===== src/rtl/spi_ctrl.sv =====
// SPI master, mode 0, MSB first, with a small memory-mapped register block.
// One 8-bit transfer per TXDATA write; chip select is software controlled.
module spi_ctrl (
  input  logic        clk,
  input  logic        rst,
  input  logic        req_valid,
  input  logic        req_write,
  input  logic [31:0] req_addr,
  input  logic [31:0] req_wdata,
  input  logic [3:0]  req_wstrb,
  output logic [31:0] rdata,
  output logic        spi_cs_n,
  output logic        spi_sck,
  output logic        spi_mosi,
  input  logic        spi_miso
);

  typedef enum logic [1:0] {
    ST_IDLE = 2'b00,
    ST_LOW  = 2'b01,
    ST_HIGH = 2'b10
  } state_e;

  localparam logic [7:0] A_CTRL   = 8'h00;
  localparam logic [7:0] A_STATUS = 8'h04;
  localparam logic [7:0] A_TXDATA = 8'h08;
  localparam logic [7:0] A_RXDATA = 8'h0C;

  state_e     state_q, state_d;
  logic       en_q, en_d;
  logic [6:0] div_q, div_d;
  logic       csf_q, csf_d;
  logic [6:0] cnt_q, cnt_d;
  logic [2:0] bit_q, bit_d;
  logic [7:0] sh_q, sh_d;
  logic       mosi_q, mosi_d;
  logic [7:0] rx_q, rx_d;
  logic       rxv_q, rxv_d;

  logic [7:0] addr;
  logic       wr, rd, busy, tx_go, rx_rd, ph_end;
  logic       unused_ok;

  assign addr   = req_addr[7:0];
  assign wr     = req_valid && req_write;
  assign rd     = req_valid && !req_write;
  assign busy   = (state_q != ST_IDLE);
  assign tx_go  = wr && (addr == A_TXDATA) && req_wstrb[0]
                  && en_q && !busy;
  assign rx_rd  = rd && (addr == A_RXDATA);
  // Compared with >= so a shrinking clk_div cannot strand the counter.
  assign ph_end = (cnt_q >= div_q);

  assign unused_ok = ^{req_addr[31:8], req_wdata[31:9],
                       req_wstrb[3:2]};

  assign spi_cs_n = !(en_q && csf_q);
  assign spi_sck  = (state_q == ST_HIGH);
  assign spi_mosi = mosi_q;

  always_comb begin
    rdata = 32'h0;
    if (rd) begin
      unique case (addr)
        A_CTRL:   rdata = {23'h0, csf_q, div_q, en_q};
        A_STATUS: rdata = {30'h0, rxv_q, busy};
        A_RXDATA: rdata = {24'h0, rx_q};
        default:  rdata = 32'h0;
      endcase
    end
  end

  always_comb begin
    state_d = state_q;
    en_d    = en_q;
    div_d   = div_q;
    csf_d   = csf_q;
    cnt_d   = cnt_q;
    bit_d   = bit_q;
    sh_d    = sh_q;
    mosi_d  = mosi_q;
    rx_d    = rx_q;
    rxv_d   = rxv_q;

    if (wr && addr == A_CTRL) begin
      if (req_wstrb[0]) {div_d, en_d} = req_wdata[7:0];
      if (req_wstrb[1]) csf_d = req_wdata[8];
    end

    if (rx_rd) rxv_d = 1'b0;

    unique case (state_q)
      ST_IDLE: begin
        if (tx_go) begin
          sh_d    = req_wdata[7:0];
          mosi_d  = req_wdata[7];
          cnt_d   = 7'd0;
          bit_d   = 3'd0;
          state_d = ST_LOW;
        end
      end
      ST_LOW: begin
        if (ph_end) begin
          cnt_d   = 7'd0;
          sh_d    = {sh_q[6:0], spi_miso};
          state_d = ST_HIGH;
        end else begin
          cnt_d = cnt_q + 7'd1;
        end
      end
      ST_HIGH: begin
        if (ph_end) begin
          cnt_d = 7'd0;
          if (bit_q == 3'd7) begin
            state_d = ST_IDLE;
            rx_d    = sh_q;
            rxv_d   = 1'b1;
          end else begin
            bit_d   = bit_q + 3'd1;
            mosi_d  = sh_q[7];
            state_d = ST_LOW;
          end
        end else begin
          cnt_d = cnt_q + 7'd1;
        end
      end
      default: state_d = ST_IDLE;
    endcase

    // Disabling mid-transfer abandons the byte without completing it.
    if (!en_d && busy) begin
      state_d = ST_IDLE;
      cnt_d   = 7'd0;
      rx_d    = rx_q;
      rxv_d   = rxv_q && !rx_rd;
    end
  end

  always_ff @(posedge clk) begin
    if (rst) begin
      state_q <= ST_IDLE;
      en_q    <= 1'b0;
      div_q   <= 7'd0;
      csf_q   <= 1'b0;
      cnt_q   <= 7'd0;
      bit_q   <= 3'd0;
      sh_q    <= 8'd0;
      mosi_q  <= 1'b0;
      rx_q    <= 8'd0;
      rxv_q   <= 1'b0;
    end else begin
      state_q <= state_d;
      en_q    <= en_d;
      div_q   <= div_d;
      csf_q   <= csf_d;
      cnt_q   <= cnt_d;
      bit_q   <= bit_d;
      sh_q    <= sh_d;
      mosi_q  <= mosi_d;
      rx_q    <= rx_d;
      rxv_q   <= rxv_d;
    end
  end

endmodule


===== config.mk =====
export PLATFORM = sky130hd
export DESIGN_NAME = spi_ctrl
export DESIGN_NICKNAME = d
export VERILOG_FILES = /design/src/rtl/spi_ctrl.sv
export SDC_FILE = /design/constraint.sdc
export NUM_CORES = 1
export LEC_CHECK = 0
export ABC_AREA = 1
export ABC_CLOCK_PERIOD_IN_PS = 2600
export BUFFER_PORTS_ARGS = -buffer_cell sky130_fd_sc_hd__buf_2
export CAP_MARGIN = 25
export CORE_MARGIN = 1
export CORE_UTILIZATION = 49
export CTS_CLUSTER_DIAMETER = 200
export DETAILED_ROUTE_END_ITERATION = 8
export PLACE_DENSITY_LB_ADDON = 0.3
export REMOVE_ABC_BUFFERS = 1
export SYNTH_ARGS = -nofsm -noshare
export SYNTH_HDL_FRONTEND = slang
export SYNTH_SLANG_ARGS = --single-unit

===== constraint.sdc =====
create_clock -name clk -period 2.6 [get_ports clk]
set_clock_uncertainty 0.15 [all_clocks]
set_input_delay 0.26 -clock clk [delete_from_list [all_inputs] [get_ports clk]]
set_output_delay 0.26 -clock clk [all_outputs]
set_load 0.005 [all_outputs]

# Word-level counts from Yosys, hierarchy flattened
# Cells that the tools add are included.
# W data, S select, Z words.
# classes
n_addsub	2
mul	0
n_div	0
magnitude_cmp	1
eq_ne	10
shift	0
mux	28
bitwise	1
n_reduce_logical	31
# op_table
cell	count
$pmux W9 S3	1
$eq A8 B4 Y1 const B	2
$mux W8	2
$pmux W8 S2	1
$mux W7	2
$pmux W7 S2	1
$logic_and A1 B1 Y1	11
$mux W1	11
$mux W3	3
$mux W9	1
$eq A8 B3 Y1 const B	1
$logic_not A8 Y1	1
$reduce_and A4 Y1	2
$reduce_bool A2 Y1	4
$add A7 B1 Y7 const B	1
$ge A7 B7 Y1	1
$mux W2	3
$ne A2 B2 Y1 const B	3
$pmux W2 S3	1
$pmux W3 S2	1
$reduce_and A2 Y1	3
$reduce_and A3 Y1	2
$logic_not A1 Y1	5
$reduce_or A2 Y1	2
other kinds (8)	8
# word_totals
ff_bits	39
latchBits	0
ram_bits	0
rom_bits	0
input_bits	73
out_inout_bits	35
n_memories	0

# Logic depth before layout (Yosys ltp)
# Gate-level depths: netlist (run 1).
# logic_depth
word_depth	8
mapped_depth	12
ltp_nobuf	11

# Worst setup path before layout (run 1)
# OpenSTA, ideal clock, no wires.
# synth_path
path_kind	reg-to-reg
start	reg div_q[6]
end	reg rx_q[5]
setup_ns	0.115
arrival_time_ns	1.563
setup_slack_ns	0.772
stages_incl_launch_ff	12
n_path_buf	1
synth_period_minus_slack_ns	1.828
cell_sequence	dfxtp_1 > inv_1 > ha_1 > nand2_1 > inv_2 > a21oi_2 > nand3_2 > nand2_1 > inv_2 > buf_4 > a21oi_1 > nor2_1
# synth_between
elab_chain_len	2
# synth_lines
item	line	source
start, declared	31	logic [6:0] div_q, div_d;
start signal, assigned	154	div_q <= div_d;
$ge A7 B7 Y1	52	assign ph_end = (cnt_q >= div_q);
$reduce_and A4 Y1 (no source line)	n/a	
end signal, assigned	160	rx_q <= rx_d;
end, declared	37	logic [7:0] rx_q, rx_d;
# Every way passes these cells.
# A chain may end at the register's enable or synchronous reset.

# Worst setup path after layout (run 1)
# layout_path
start	reg cnt_q[0]
end	reg rx_q[3]
# layout_between
elab_chain_len	2
# layout_lines
item	line	source
start, declared	33	logic [6:0] cnt_q, cnt_d;
start signal, assigned	156	cnt_q <= cnt_d;
$ge A7 B7 Y1	52	
$reduce_and A4 Y1 (no source line)	n/a	
# Every way passes these cells.

==> results of run 1 <==
[cells in the final DEF (no fill, tap or decap)]
cell,count
nand2_1,89
inv_1,49
dfxtp_1,39
nor2_1,37
buf_2,35
nand3_1,26
conb_1,23
o21ai_0,21
a21oi_1,17
ha_1,14
nand4_1,10
a21oi_2,8
nor2_2,7
nand3_2,7
inv_2,6
o21ai_1,5
clkbuf_8,5
nand2_2,4
clkinv_1,3
nor3_1,3
nand2_4,3
nor2_4,2
nor4_1,2
nand3_4,2
nor3_2,2
a211oi_2,1
nand3b_1,1
or2_1,1
a21o_1,1
bufinv_16,1
inv_6,1
clkinv_4,1
buf_4,1
[cells by family after synthesis]
family / after synthesis / synth area share [%]
AOI/OAI and AO/OA: 53 / 11.4
other: 1 / 0.140
DFF: 39 / 29.2
and+or+nand+nor: 196 / 35.8
buffers and inverters: 89 / 16.9
adders and majority gates: 14 / 6.55
[per-layer routing]
| metal | vias to the layer above | global-route usage, % | part of all wire, % |
|---|---|---|---|
| li1 | 1270 | - | - |
| met1 | 1082 | 26.3 | 47 |
| met2 | 75 | 36.3 | 46 |
| met3 | 10 | 4.50 | 5.4 |
| met4 | 0 | 8.85 | 1.8 |
| met5 | - | 0 | 0 |
[synthesized netlist by cell type (all sizes together)]
cell	instances	share of area [%]
a211oi	1	0.47
a21o	1	0.28
a21oi	25	5.8
buf	29	8.5
clkbuf	2	0.28
clkinv	3	0.42
conb	1	0.14
dfxtp	39	29
ha	14	6.6
inv	55	7.7
nand2	96	15
nand3	35	8.8
nand3b	1	0.28
nand4	10	2.3
nor2	46	7.7
nor3	5	1.3
nor4	2	0.47
o21ai	26	4.9
or2	1	0.23
[metrics by stage]
| step | setup slack (ns) | cells | hold WS (ns) |
|---|---|---|---|
| after floorplan | 0.812 | 383 | 0.179 |
| after CTS | 0.527 | 497 | 0.0596 |
| after detailed placement | 0.561 | 489 | 0.307 |
| after global routing | 0.329 | 497 | 0.0698 |
| after global placement | 0.571 | 489 | 0.299 |
| final | 0.533 | 497 | 0.0633 |
[flip-flops by register name, summed over array words and instances, names as in the netlist, 2 cells and up]
name,flops
rx_q,8
state_q,2
bit_q,3
div_q,7
sh_q,8
cnt_q,7
[area by class of cell]
cell class                 instances  area share [%]
multi-input combinational        286            52.4
sequential                        39            26.8
inverter                          58            7.48
timing repair buffer              36            6.28
tap                               70            3.01
clock buffer                       5            2.37
clock inverter                     3            1.63
[power breakdown]
| part | internal, mW | total (mW) | switching [mW] |
|---|---|---|---|
| clock network | 0.291 | 0.529 | 0.238 |
| logic | 0.334 | 1.18 | 0.841 |
| registers | 0.695 | 0.734 | 0.0384 |
[path summary, 6_finish.rpt]
kind	cells after the start	from	endpoint
setup / recovery	11	cnt_q[0]	rx_q[3]
hold / removal	3	req_wdata[1]	div_q[0]
setup reg to reg	11	cnt_q[0]	rx_q[3]
hold reg to reg	2	spi_mosi	spi_mosi
[worst reg2reg max path, delay by kind of cell, from the launching register on]
kind | cells | cell delay (ns)
simple gates | 8 | 0.79
flops | 1 | 0.41
buf+inv | 2 | 0.34
fa+ha+maj | 1 | 0.28
==> results.tsv, run 1 <==
metric	value	unit
dr.first_iter.drc_count	130	
crit_family	simple AND/OR/NAND/NOR gates	
grt_pass1_vias	2087	
htree_levels	2	
coreArea	5170	um^2
drv_cap	0	
seqCellArea	781	um^2
cts_tree	done	
drc_errors	0	
numCtsBuffers	5	
cp-end-kind	register	
antenna_found_initial	0	
seq_area_frac_synth	29.2	%
cp_cell_sequence	inv_1, ha_1, nand2_1, nor2_1, nand3_1, nand3_2, nand2_1, inv_2, nand3_1, nand2_1, nor2_1	
fmax	484	MHz
cp_data_arrival_time	2.12	ns
status	finished, final reports clean	
syn-instance-count	392	
worstHoldPathType	in2reg	
die_area	5760	um^2
num_io_pins	108	
row_count	26	
drt_pass1_iterations	4	
grt_pass1_wl	9150	um
route.antenna.remaining_nets	0	
slew_viol_final	0	
finalCritPeriodShare	79.5	%
cpMaxStageDelayCell	dfxtp_1	
setup.worst_path.start_class	register	
peakVddDrop	0.000635	V
tns	0	ns
start_util	51.7	%
num_vias	2437	
wl_per_cell	11.5	um
yosysUniqueCellTypes	31	
dpl_cell_area	2790	um^2
utilization	56.2	%
nets	513	
dieHeight	75.9	um
viasPerCell	4.90	
syn2layout_area_growth	8.80	%
dieWidth	75.9	um
hold_violations	0	
leakagePower	1.42	nW
post_cts_buffers	0	
antennaDiodeCount	0	
dp_hpwl	4290	um
pwr_density_cell	838	nW/um^2
synth_area	2670	um^2
reg2reg_slack	0.53	ns
cp.required	2.66	ns
clock_latency	0.30	ns
cp_max_fo	17	
cpMostUsedCell	nand2_1	
grt_use_total	21.4	%
multiInputGateArea	1520	um^2
holdBufCountCts	0	
wl	5700	um
finalCriticalPeriod	2.07	ns
portBuffers	35	
ctsLongestPathBuffers	2	
crit_buf_inv	2	
finalSetupViolations	0	
synth_seq_cells	39	
ys_warn_count	0	
rsz0062_at_grt	false	
crit_type	reg2reg	
fill_cells	528	
avgSynthCellArea	6.82	um^2
grt_max_degree	26	
ctsResizeCount	0	
fin_area	2910	um^2
clkSlewWorstSetupHoldPaths	0.09	ns
place.gp.congestion	0.818	
grt_overflow	0	
cts.sinks	39	
cpPeakStageDelay	0.41	ns
root_buffer	clkbuf_8	
total_power	2.44	mW
layout-drive-gt1-share	20.1	%
Note: power is estimated with default switching activity, not from simulation.
==> inputs of run 2 (changes only) <==
--- a/config.mk
+++ b/config.mk
@@ -6,7 +6,7 @@
 export NUM_CORES = 1
 export LEC_CHECK = 0
 export ABC_AREA = 1
-export ABC_CLOCK_PERIOD_IN_PS = 2600
+export ABC_CLOCK_PERIOD_IN_PS = 1950
 export BUFFER_PORTS_ARGS = -buffer_cell sky130_fd_sc_hd__buf_2
 export CAP_MARGIN = 25
 export CORE_MARGIN = 1
==> constraint.sdc (replaced) <==
create_clock -name clk -period 1.95 [get_ports clk]
set_clock_uncertainty 0.15 [all_clocks]
set_input_delay 0.195 -clock clk [delete_from_list [all_inputs] [get_ports clk]]
set_output_delay 0.195 -clock clk [all_outputs]
set_load 0.005 [all_outputs]
==> run 2 against run 1 <==
  * Sequential power increased by 33%
  * Clock-buffer cell count grew 1
  * Critical path type unchanged
  * Non-clock buffer count up 21
  * Final cell count rose by 4.4%
  * Hold slack worse by 0.061 ns
  * Critical path depth is 2 lower
  * Die area stayed put
  * Sequential share of layout area fell by 2.3 points
  * Global-route usage up 0.79 points
==> results.tsv, run 2 (synthesized netlist as in run 1, its figures left out) <==
metric	value	unit
grt_pass1_wl	9580	um
grt_max_degree	26	
layout_commonest_cell	nand2_1	
num_vias	2572	
fill_cells	459	
wl	6280	um
cp_data_arrival_time	1.95	ns
row_count	26	
cp-end-kind	register	
portBuffers	35	
drc_errors	0	
numCtsBuffers	5	
viasPerCell	4.96	
cts_tree	done	
dieWidth	75.9	um
cp_cell_sequence	ha_4, nand2_2, nor2_2, nand3_2, buf_6, nand4_1, nand3_2, a21oi_1, nor2_1	
grt_use_total	22.2	%
finalSetupViolations	0	
cpMaxStageDelayCell	dfxtp_1	
dr.first_iter.drc_count	180	
die_area	5760	um^2
top_regs	rx_q: 8 flops, sh_q: 8 flops	
seqCellArea	786	um^2
finalCriticalPeriod	1.90	ns
pwr_density_cell	1070	nW/um^2
nets	535	
dieHeight	75.9	um
antennaDiodeCount	0	
layout-drive-gt1-share	29.4	%
multiInputGateArea	1660	um^2
drt_pass1_iterations	4	
worstHoldStart	rst	
total_power	3.42	mW
utilization	61.9	%
finalCritPeriodShare	97.5	%
coreArea	5170	um^2
cts.sinks	39	
num_io_pins	108	
status	finished, final reports clean	
hold_violations	0	
cp-startpoint	cnt_q[3]	
setup.worst_path.start_class	register	
clkSlewWorstSetupHoldPaths	0.08	ns
syn2layout_area_growth	19.7	%
grt_pass1_vias	2164	
wl_per_cell	12.1	um
leakagePower	1.53	nW
antenna_found_initial	0	
crit_type	reg2reg	
root_buffer	clkbuf_8	
ctsLongestPathBuffers	2	
fmax	526	MHz
cp_max_fo	6	
route.antenna.remaining_nets	0	
layout_common_cells	85 x nand2_1, 43 x inv_1, 36 x nor2_1	
r2r-start	cnt_q[3]	
cp.required	2.00	ns
grt_overflow	0	
start_util	51.7	%
slew_viol_final	0	
cpPeakStageDelay	0.36	ns
htree_levels	2	
drv_cap	0	
peakVddDrop	0.000691	V
place.gp.congestion	0.821	
cpMostUsedCell	nand3_2	
rsz0062_at_grt	true	
clock_latency	0.30	ns
worstHoldPathType	in2reg	
dp_hpwl	4510	um
-- run 2: cell count changes in the layout (fill, tap and decap cells not counted), sizes merged --
cell and delta:
clkinvlp +1, buf +20, clkbuf +1, nand3 +1, inv -1, bufinv -1
dlygate4sd3 +1
-- run 2: layer usage --
layer	global-route usage, %	up-vias	wire length [um]
met3	3.84	14	385
met2	38.0	94	3000
li1	-	1313	-
met4	6.79	0	123
met5	0	-	0
met1	28.5	1151	2770
-- run 2: what timing repair did --
item,4_1_cts,5_1_grt
endpoints found under the hold margin,1,0
resized for setup,3,29
buffers inserted,3,1
setup endpoints to repair,17,27
hold buffers,1,0
gates cloned,1,0
pin swaps,4,11
-- run 2: final timing paths --
path              cells after the start  slack (ns)  endpoint
hold / removal                        2       0.003  spi_mosi
setup / recovery                      9        0.05  bit_q[2]
setup reg to reg                      9        0.05  bit_q[2]
hold reg to reg                       2        0.33     rxv_q
-- run 2: area by class of cell --
| class | instances | area share [%] |
|---|---|---|
| Inverter | 58 | 6.88 |
| Clock inverter | 2 | 0.508 |
| Timing Repair Buffer | 57 | 10.9 |
| Multi-Input combinational cell | 287 | 51.8 |
| Tap cell | 70 | 2.74 |
| Clock buffer | 6 | 2.58 |
| Sequential cell | 39 | 24.5 |
-- run 2: worst max-delay path: cells and delay by family, from the launching register on --
kind                       cells  cell delay, ns
buffers and inverters          1            0.13
and+or+nand+nor                6            0.70
DFF                            1            0.36
AOI/OAI and AO/OA              1            0.15
adders and majority gates      1            0.29
-- run 2: per-stage QoR --
stage	instance area, um^2	instances	setup TNS [ns]	hold WS (ns)	setup slack, ns
finish	3200	519	0	0.00272	0.0495
global route	3200	519	-0.573	0.00515	-0.0803
CTS	3080	518	0	0.00591	0.00412
detailed placement	2910	505	-0.547	0.307	-0.0561
global placement	2910	505	0	0.299	0.0485
floorplan	2520	383	0	0.114	0.162
-- run 2: where the power goes --
part | internal, mW | switching (mW)
Clock | 0.289 | 0.311
Sequential | 0.927 | 0.0518
Combinational | 0.602 | 1.24
Total | 1.82 | 1.60
==> inputs of run 3 (changes only) <==
--- a/config.mk
+++ b/config.mk
@@ -6,7 +6,7 @@
 export NUM_CORES = 1
 export LEC_CHECK = 0
 export ABC_AREA = 1
-export ABC_CLOCK_PERIOD_IN_PS = 1950
+export ABC_CLOCK_PERIOD_IN_PS = 1900
 export BUFFER_PORTS_ARGS = -buffer_cell sky130_fd_sc_hd__buf_2
 export CAP_MARGIN = 25
 export CORE_MARGIN = 1
==> constraint.sdc (replaced) <==
create_clock -name clk -period 1.9 [get_ports clk]
set_clock_uncertainty 0.15 [all_clocks]
set_input_delay 0.19 -clock clk [delete_from_list [all_inputs] [get_ports clk]]
set_output_delay 0.19 -clock clk [all_outputs]
set_load 0.005 [all_outputs]
==> run 3 against run 2 <==
  * The flow now finishes with violations (setup timing)
  * Power increased by 11%
  * Flip-flop and latch count is the same
  * First-iteration DRC count increased by 11%
  * Clock-buffer cell count down 1
  * Critical endpoint is now sh_q[6]
  * Utilization up 2.6 points
  * Highest routed layer unchanged
  * Global-route usage rose by 1.8 points
  * Maximum frequency fell by 1.5%
  * Die area unchanged
  * Largest cell class unchanged
==> results.tsv, run 3 (synthesized netlist as in run 1, its figures left out) <==
metric	value	unit
drv_cap	0	
multiInputGateArea	1720	um^2
pwr_density_cell	1130	nW/um^2
grt_pass1_vias	2246	
rsz0062_at_grt	true	
top_regs	rx_q: 8 flops, sh_q: 8 flops	
viasPerCell	5.05	
die_area	5760	um^2
wl	6670	um
cp.required	1.99	ns
grt_max_degree	26	
violations	setup timing	
fin_area	3340	um^2
syn2layout_area_growth	24.8	%
antenna_found_initial	0	
route.antenna.remaining_nets	0	
layout-drive-gt1-share	33.0	%
dieWidth	75.9	um
grt_pass1_wl	10200	um
root_buffer	clkbuf_8	
rr_worst_depth	12	
numCtsBuffers	5	
crit_type	reg2reg	
drc_errors	0	
dieHeight	75.9	um
finalSetupViolations	5	
reg2reg_slack	-0.03	ns
seqCellArea	788	um^2
slew_viol_final	0	
setup_slack	-0.0303	ns
peakVddDrop	0.000985	V
dp_hpwl	4510	um
nets	540	
grt_use_total	24.0	%
place.gp.congestion	0.815	
fill_cells	462	
drt_pass1_iterations	5	
hold_violations	0	
htree_levels	2	
total_power	3.78	mW
status	complete, but fails checks	
clkSlewWorstSetupHoldPaths	0.08	ns
wl_per_cell	12.7	um
grt_overflow	0	
leakagePower	1.58	nW
reg2reg_to	sh_q[6]	
cts.sinks	39	
setup.worst_path.start_class	register	
cp_max_fo	8	
layout_commonest_cell	nand2_1	
cp-end-kind	register	
layout_common_cells	79 x nand2_1, 41 x inv_1, 36 x nor2_1	
num_vias	2647	
crit_path_end	sh_q[6]	
dr.first_iter.drc_count	199	
worstHoldPathType	in2reg	
portBuffers	35	
finalCritPeriodShare	102	%
num_io_pins	108	
finalCriticalPeriod	1.93	ns
clock_latency	0.29	ns
coreArea	5170	um^2
fmax	518	MHz
start_util	51.7	%
cts_tree	done	
antennaDiodeCount	0	
cp-startpoint	div_q[1]	
dpl_cell_area	2940	um^2
cp_data_arrival_time	2.02	ns
r2r-start	div_q[1]	
row_count	26	
ctsLongestPathBuffers	2	
[run 3: cell count changes in the layout (fill, tap and decap cells not counted), moves of 2 or more]
cell,delta
buf_6,+3
dfxtp_1,-2
nand2_1,-6
dfxtp_2,+2
inv_1,-2
nand2_2,+5
[run 3: worst min path at each step]
| stage | startpoint | end | slack [ns] | cells after the start |
|---|---|---|---|---|
| final | req_wdata[8] | csf_q | 0.03 | 3 |
| after global routing | req_wdata[8] | csf_q | 0.04 | 3 |
| after CTS | req_wdata[2] | div_q[1] | 0.02 | 3 |
| after detailed placement | spi_mosi | spi_mosi | 0.30 | 2 |
| after global placement | rxv_q | rxv_q | 0.30 | 2 |
| after floorplan | rst | bit_q[0] | 0.11 | 1 |
[run 3: metal layers]
layer  global-route usage, %  vias up  share of wire [%]  wire length, um
met5                       0        -                  0                0
met4                    7.41        0                2.0              136
met3                    3.97       15                6.0              402
met2                    41.6      108                 49             3290
met1                    30.3     1195                 43             2850
li1                        -     1329                  -                -
[run 3: critical path, cell delays in order, from the launching register on]
cell and delay (ns):
dfxtp_1 0.31, inv_1 0.08, ha_4 0.28, nand2_1 0.07
nor2_2 0.10, nand3_2 0.11, buf_6 0.13, nand4_1 0.10
buf_6 0.14, nand3_4 0.14, nand2_2 0.10, nand2_1 0.05
nor2_1 0.10
[run 3: where the power goes]
group | switching, mW | internal (mW)
clock | 0.316 | 0.391
sequential | 0.0609 | 0.957
combinational | 1.33 | 0.724
total | 1.71 | 2.07
[run 3: per-stage QoR]
| step | util, % | std cells | hold WS [ns] | TNS, ns | setup slack (ns) |
|---|---|---|---|---|---|
| after floorplan | - | 383 | 0.109 | 0 | 0.112 |
| after global placement | 56.9 | 509 | 0.301 | 0 | 0.00250 |
| after detailed placement | 56.9 | 509 | 0.300 | -0.625 | -0.0560 |
| after CTS | 61.6 | 522 | 0.0242 | 0 | 0.000239 |
| after global routing | 64.5 | 524 | 0.0394 | -1.62 | -0.149 |
| final | 64.5 | 524 | 0.0252 | -0.100 | -0.0303 |
[run 3: cell type report]
type                       instances  share of cell area [%]
multi-input combinational        287                    51.5
timing repair buffer              61                    11.8
tap                               70                    2.63
inverter                          58                    6.83
sequential                        39                    23.6
timing repair inverter             1                   0.188
clock inverter                     3                    1.31
clock buffer                       5                    2.06
[run 3: repair_timing]
item | in CTS | in global routing
hold buffers | 2 | 0
endpoints found under the setup margin | 27 | 31
gates cloned | 1 | 1
endpoints found under the hold margin | 2 | 0
buffers inserted | 2 | 1
pin swaps | 7 | 15
gates resized for setup | 11 | 47
